==> src/rtl/jtag_tap_ir.sv <==
// rtl/jtag_tap_ir.sv - JTAG TAP controller with instruction register, BYPASS/IDCODE DRs and user decode
//
// Purpose : IEEE 1149.1 16-state TAP controller running entirely in the TCK
//           domain. Holds the instruction register, the BYPASS register and
//           (optionally) the IDCODE register, decodes user instructions and
//           multiplexes TDO. External user DRs qualify the global
//           capture/shift/update strobes with SEL_USER.
// Option  : JTAG_IDCODE_EN - when defined, builds the IDCODE register and its
//           opcode decode, and Test_Logic_Reset loads IDCODE_OP into IR.
//           When undefined, IDCODE_OP decodes as BYPASS and reset loads
//           all-ones into IR.
// Ports   : TCK                 clock, all state changes on the rising edge
//           TRST_B              synchronous active-low reset
//           TMS, TDI            JTAG mode select and serial data in
//           USER_TDO[NUM_USER]  serial outputs of the external user DRs
//           TDO, TDO_EN         serial data out and its shift-state enable
//           IR[IR_WIDTH]        current (updated) instruction
//           SEL_USER[NUM_USER]  one-hot user instruction decode
//           TLRESET .. UPDT_IR  registered TAP state strobes
module jtag_tap_ir #(
    parameter int          IR_WIDTH   = 8,
    parameter int          NUM_USER   = 4,
    parameter int          USER_BASE  = 2,
    parameter int          IDCODE_OP  = 1,
    parameter logic [31:0] IDCODE_VAL = 32'h10DB0093
) (
    input  logic                TCK,
    input  logic                TRST_B,
    input  logic                TMS,
    input  logic                TDI,
    input  logic [NUM_USER-1:0] USER_TDO,
    output logic                TDO,
    output logic                TDO_EN,
    output logic [IR_WIDTH-1:0] IR,
    output logic [NUM_USER-1:0] SEL_USER,
    output logic                TLRESET,
    output logic                RTIDLE,
    output logic                CAP_DR,
    output logic                SHFT_DR,
    output logic                UPDT_DR,
    output logic                CAP_IR,
    output logic                SHFT_IR,
    output logic                UPDT_IR
);

    typedef enum logic [3:0] {
        S_TLR,
        S_RTI,
        S_SEL_DR,
        S_CAP_DR,
        S_SHIFT_DR,
        S_EXIT1_DR,
        S_PAUSE_DR,
        S_EXIT2_DR,
        S_UPDT_DR,
        S_SEL_IR,
        S_CAP_IR,
        S_SHIFT_IR,
        S_EXIT1_IR,
        S_PAUSE_IR,
        S_EXIT2_IR,
        S_UPDT_IR
    } tap_state_t;

    localparam logic [IR_WIDTH-1:0] IR_CAPTURE = IR_WIDTH'(1);
    localparam logic [IR_WIDTH-1:0] IR_IDCODE  = IR_WIDTH'(IDCODE_OP);
`ifdef JTAG_IDCODE_EN
    localparam logic [IR_WIDTH-1:0] IR_RESET   = IR_IDCODE;
`else
    localparam logic [IR_WIDTH-1:0] IR_RESET   = '1;
`endif

    tap_state_t          state;
    tap_state_t          next_state;
    logic [IR_WIDTH-1:0] ir_sr;
    logic                bypass_sr;
    logic                op_is_idcode;
    logic                sel_idcode;
    logic                dr_tdo;

    always_comb begin
        next_state = state;
        case (state)
            S_TLR:      next_state = TMS ? S_TLR      : S_RTI;
            S_RTI:      next_state = TMS ? S_SEL_DR   : S_RTI;
            S_SEL_DR:   next_state = TMS ? S_SEL_IR   : S_CAP_DR;
            S_CAP_DR:   next_state = TMS ? S_EXIT1_DR : S_SHIFT_DR;
            S_SHIFT_DR: next_state = TMS ? S_EXIT1_DR : S_SHIFT_DR;
            S_EXIT1_DR: next_state = TMS ? S_UPDT_DR  : S_PAUSE_DR;
            S_PAUSE_DR: next_state = TMS ? S_EXIT2_DR : S_PAUSE_DR;
            S_EXIT2_DR: next_state = TMS ? S_UPDT_DR  : S_SHIFT_DR;
            S_UPDT_DR:  next_state = TMS ? S_SEL_DR   : S_RTI;
            S_SEL_IR:   next_state = TMS ? S_TLR      : S_CAP_IR;
            S_CAP_IR:   next_state = TMS ? S_EXIT1_IR : S_SHIFT_IR;
            S_SHIFT_IR: next_state = TMS ? S_EXIT1_IR : S_SHIFT_IR;
            S_EXIT1_IR: next_state = TMS ? S_UPDT_IR  : S_PAUSE_IR;
            S_PAUSE_IR: next_state = TMS ? S_EXIT2_IR : S_PAUSE_IR;
            S_EXIT2_IR: next_state = TMS ? S_UPDT_IR  : S_SHIFT_IR;
            S_UPDT_IR:  next_state = TMS ? S_SEL_DR   : S_RTI;
            default:    next_state = S_TLR;
        endcase
    end

    // Strobes are registered from next_state so each one is high exactly
    // while the state register holds its named state. Shift/capture/update
    // actions key off the current state, i.e. they happen on the edge that
    // leaves the state.
    always_ff @(posedge TCK) begin
        if (!TRST_B) begin
            state     <= S_TLR;
            TLRESET   <= 1'b1;
            RTIDLE    <= 1'b0;
            CAP_DR    <= 1'b0;
            SHFT_DR   <= 1'b0;
            UPDT_DR   <= 1'b0;
            CAP_IR    <= 1'b0;
            SHFT_IR   <= 1'b0;
            UPDT_IR   <= 1'b0;
            IR        <= IR_RESET;
            ir_sr     <= '0;
            bypass_sr <= 1'b0;
        end else begin
            state     <= next_state;
            TLRESET   <= (next_state == S_TLR);
            RTIDLE    <= (next_state == S_RTI);
            CAP_DR    <= (next_state == S_CAP_DR);
            SHFT_DR   <= (next_state == S_SHIFT_DR);
            UPDT_DR   <= (next_state == S_UPDT_DR);
            CAP_IR    <= (next_state == S_CAP_IR);
            SHFT_IR   <= (next_state == S_SHIFT_IR);
            UPDT_IR   <= (next_state == S_UPDT_IR);

            case (state)
                S_CAP_IR:   ir_sr <= IR_CAPTURE;
                S_SHIFT_IR: ir_sr <= {TDI, ir_sr[IR_WIDTH-1:1]};
                default:    ir_sr <= ir_sr;
            endcase

            // IR is reloaded on the edge entering Test_Logic_Reset so the
            // default instruction is visible as soon as TLRESET rises.
            if (state == S_UPDT_IR) begin
                IR <= ir_sr;
            end else if (next_state == S_TLR) begin
                IR <= IR_RESET;
            end

            if (state == S_CAP_DR) begin
                bypass_sr <= 1'b0;
            end else if (state == S_SHIFT_DR) begin
                bypass_sr <= TDI;
            end
        end
    end

    assign op_is_idcode = (IR == IR_IDCODE);

`ifdef JTAG_IDCODE_EN
    logic [31:0] idcode_sr;

    always_ff @(posedge TCK) begin
        if (!TRST_B) begin
            idcode_sr <= '0;
        end else if (state == S_CAP_DR) begin
            idcode_sr <= IDCODE_VAL;
        end else if (state == S_SHIFT_DR) begin
            idcode_sr <= {TDI, idcode_sr[31:1]};
        end
    end

    assign sel_idcode = op_is_idcode;
`else
    logic unused_idcode;

    assign unused_idcode = ^IDCODE_VAL;
    assign sel_idcode    = 1'b0;
`endif

    // IDCODE_OP never selects a user DR, even when user opcodes overlap it.
    for (genvar i = 0; i < NUM_USER; i++) begin : g_user_dec
        assign SEL_USER[i] = (IR == IR_WIDTH'(USER_BASE + i)) && !op_is_idcode;
    end

    always_comb begin
        dr_tdo = bypass_sr;
        if (|SEL_USER) begin
            dr_tdo = |(USER_TDO & SEL_USER);
        end
`ifdef JTAG_IDCODE_EN
        if (sel_idcode) begin
            dr_tdo = idcode_sr[0];
        end
`endif
    end

    always_comb begin
        TDO = 1'b0;
        if (SHFT_IR) begin
            TDO = ir_sr[0];
        end else if (SHFT_DR) begin
            TDO = dr_tdo;
        end
    end

    assign TDO_EN = SHFT_IR | SHFT_DR;

endmodule
==> config.mk <==
export PLATFORM = sky130hd
export DESIGN_NAME = jtag_tap_ir
export DESIGN_NICKNAME = d
export VERILOG_FILES = /design/src/rtl/jtag_tap_ir.sv
export SDC_FILE = /design/constraint.sdc
export NUM_CORES = 1
export LEC_CHECK = 0
export ABC_AREA = 1
export CAP_MARGIN = 15
export CORE_MARGIN = 2
export CORE_UTILIZATION = 54
export CTS_CLUSTER_DIAMETER = 80
export DETAILED_ROUTE_END_ITERATION = 10
export PLACE_DENSITY = 0.79
export SYNTH_ARGS = -nofsm -noshare
export SYNTH_HDL_FRONTEND = slang
export SYNTH_SLANG_ARGS = --single-unit
export TNS_END_PERCENT = 1
==> constraint.sdc <==
create_clock -name TCK -period 2.2 [get_ports TCK]
set_input_delay 0.33 -clock TCK [delete_from_list [all_inputs] [get_ports TCK]]
set_output_delay 0.33 -clock TCK [all_outputs]
set_load 0.05 [all_outputs]
==> metrics.txt, run 1 <==
CTS tree yes; via count 1440; Hold Path Depth 2; number of synthesized register bits 29; most frequent cell after synthesis nand2_1; Clock Skew 0.00453 ns; endpoint class of the critical path output port; TritonCTS buffer count 5; initial antenna violation count 0; Die Wd 56.9 um; largest net degree at the start of global routing 16; Post-synth EDFFs 0; Buffers on Ports 29; Yosys top cell area share 38.4%; Rows 19; Cells after Synth 213; Mapped Nets 221; DRT Pass-1 Iters 4; Post-Synthesis Mean Instance Area 7.10 sq um; GRT Overall Usage 21.7%; drt via density 5.12; class of the worst hold path register to register; WS Path Type register to output port; switch share 25.5%; endpoints failing setup 0; area post-placement 1840 sq um; final worst setup slack 0.0945 ns; DRC 0; Comb power frac 13.6%; core area 2710 sq um; Max-Cap Viols 0; Ys Warns 0; Initial Utilization 55.8%; layout cell share with drive strength beyond 1 21.6%; Root Buffer clkbuf_4; Crit Path Max Fanout 3; cell area after synthesis 1510 sq um; worst-margin pin slew 0.508 ns; layout net count 257; clock power share 39.0%; timing-limited maximum frequency 475 MHz; top_reg_cell synth dfxtp_1; worst vdd ir 0.593 mV; synth unique cells 27; Synth top cells by count 63 x nand2_1, 29 x dfxtp_1, 24 x inv_1; vias in the first global route 1290; gr ovfl total 0; P_leak 0.895 nW; post-route minimum period 2.11 ns; Die H 56.9 um; global-route wire length before repair 5450 um; die area 3240 sq um; Post-DP HPWL 2390 um; R2R Setup Slk 0.43 ns; area delta synth->final 29.0%; CTS H-tree lvls 2; Post-Route WL 3310 um; Place WS 0.197 ns; register area share after synthesis 38.4%; GP Congestion 0.855; IO Count 30; Reg2Reg Depth 9; CTS clk-pin slew, worst paths 0.09 ns; sequential share of power 47.4%; ANT cells 0; synth top area cells dfxtp_1 38%, nand2_1 16%, inv_1 6.0%; Int Power 861 uW; signal arrival time at the worst endpoint 1.78 ns; Clk Latency, worst-skew pair 0.32 ns; Pwr Density 593 nW/um^2; Tcrit/Tclk final 95.7%; Antenna Nets Post-Route 0; Switch Pwr 295 uW; Yosys top cell by area dfxtp_1; Slew Viols, Final 0; Worst setup SP type register; routed len/inst 11.8 um; Final Hold Viols 0; Design Area, Final 1950 sq um; FFs w/ async S/R, synth 0%; # hold bufs at CTS 0; Rel. slew slack 66.0%; clk sinks 29; Clock Path Buffers 2; outcome complete, no violations; DRT iter0 DRCs 70; CP required 1.87 ns
[timing repair]
action	in CTS	in global routing
resized for setup	0	8
buffers inserted	0	1
endpoints found under the setup margin	0	1
[critical path, cell delays in order, from the launching register on]
cell and delay, ns:
dfxtp_1 0.32, inv_1 0.07, nand4_1 0.17, buf_4 0.19, o211ai_1 0.22, nand4_1 0.17, nand2_1 0.09, nand2_1 0.07
buf_6 0.15
[worst paths after layout]
path / from / end
worst max-delay path: IR[7]$_SDFFE_PN1P_ / TDO
worst min-delay path: bypass_sr$_SDFFE_PP0P_ / bypass_sr$_SDFFE_PP0P_
worst max register to register: state[1]$_SDFF_PN0_ / IR[4]$_SDFFE_PN1P_
worst min register to register: bypass_sr$_SDFFE_PP0P_ / bypass_sr$_SDFFE_PP0P_
[layer usage]
layer / global-route usage (%) / up-vias / part of all wire, %
met5: 0 / - / 0
li1: - / 753 / -
met3: 6.68 / 9 / 7.6
met1: 28.7 / 618 / 45
met4: 7.64 / 0 / 2.4
met2: 33.5 / 60 / 45
[sequential cells by signal (all words and copies together), names as in the netlist]
register,count
UPDT_DR,1
ir_sr,8
bypass_sr,1
IR,8
TLRESET,1
state,4
RTIDLE,1
CAP_DR,1
CAP_IR,1
SHFT_IR,1
SHFT_DR,1
UPDT_IR,1
[final cells by class]
| class | count | area, sq um |
|---|---|---|
| Clock buffer | 7 | 55.1 |
| Sequential cell | 29 | 584 |
| Fill cell | 225 | 758 |
| Timing Repair Buffer | 33 | 324 |
| Clock inverter | 1 | 30.0 |
| Multi-Input combinational cell | 153 | 818 |
| Tap cell | 31 | 38.8 |
| Inverter | 27 | 101 |
[cell families after synthesis]
| logic type | Yosys count | synth area share [%] |
|---|---|---|
| AOI/OAI and AO/OA | 16 | 6.62 |
| buffers and inverters | 31 | 8.85 |
| DFF | 29 | 38.4 |
| and+or+nand+nor | 137 | 46.2 |
[placed cells by master, fill, tap and decap left out, drive strengths merged]
| master | count |
|---|---|
| nor3 | 4 |
| buf | 9 |
| bufinv | 1 |
| nand2 | 68 |
| o211ai | 2 |
| o21ai | 2 |
| or2 | 9 |
| clkbuf | 7 |
| clkdlybuf4s50 | 24 |
| nand3 | 23 |
| and3 | 1 |
| a21oi | 11 |
| nand4 | 3 |
| a221oi | 1 |
| inv | 27 |
| dfxtp | 29 |
| nor4 | 5 |
| nor2 | 24 |
[stage by stage]
stage	hold slack [ns]	TNS, ns	util, %	cells	power [mW]
2_1_floorplan	0.434	-0.177	-	213	0.673
3_3_place_gp	0.452	0	67.8	272	0.717
3_5_place_dp	0.455	0	67.8	272	0.717
4_1_cts	0.468	0	70.9	280	1.17
5_1_grt	0.490	-0.0311	72.0	281	1.21
6_report	0.466	0	72.0	281	1.16
[power groups by stage]
stage | registers (mW) | clock network (mW) | logic [mW]
floorplan | 0.578 | 0 | 0.0955
global placement | 0.561 | 0 | 0.156
CTS | 0.549 | 0.460 | 0.158
global route | 0.551 | 0.487 | 0.172
detailed placement | 0.560 | 0 | 0.157
finish | 0.549 | 0.451 | 0.157
Power figures use the tool's default switching activity.
==> run 2: changes to the inputs <==
Settings changed: SLEW_MARGIN set to 20.
==> results of run 2 <==
The final DEF is identical to that of run 1; final timing and power are the same.
==> run 3: changes to the inputs <==
Settings changed: CTS_CLUSTER_SIZE set to 20.
==> results of run 3 <==
The final DEF is identical to that of run 1; final timing and power are the same.
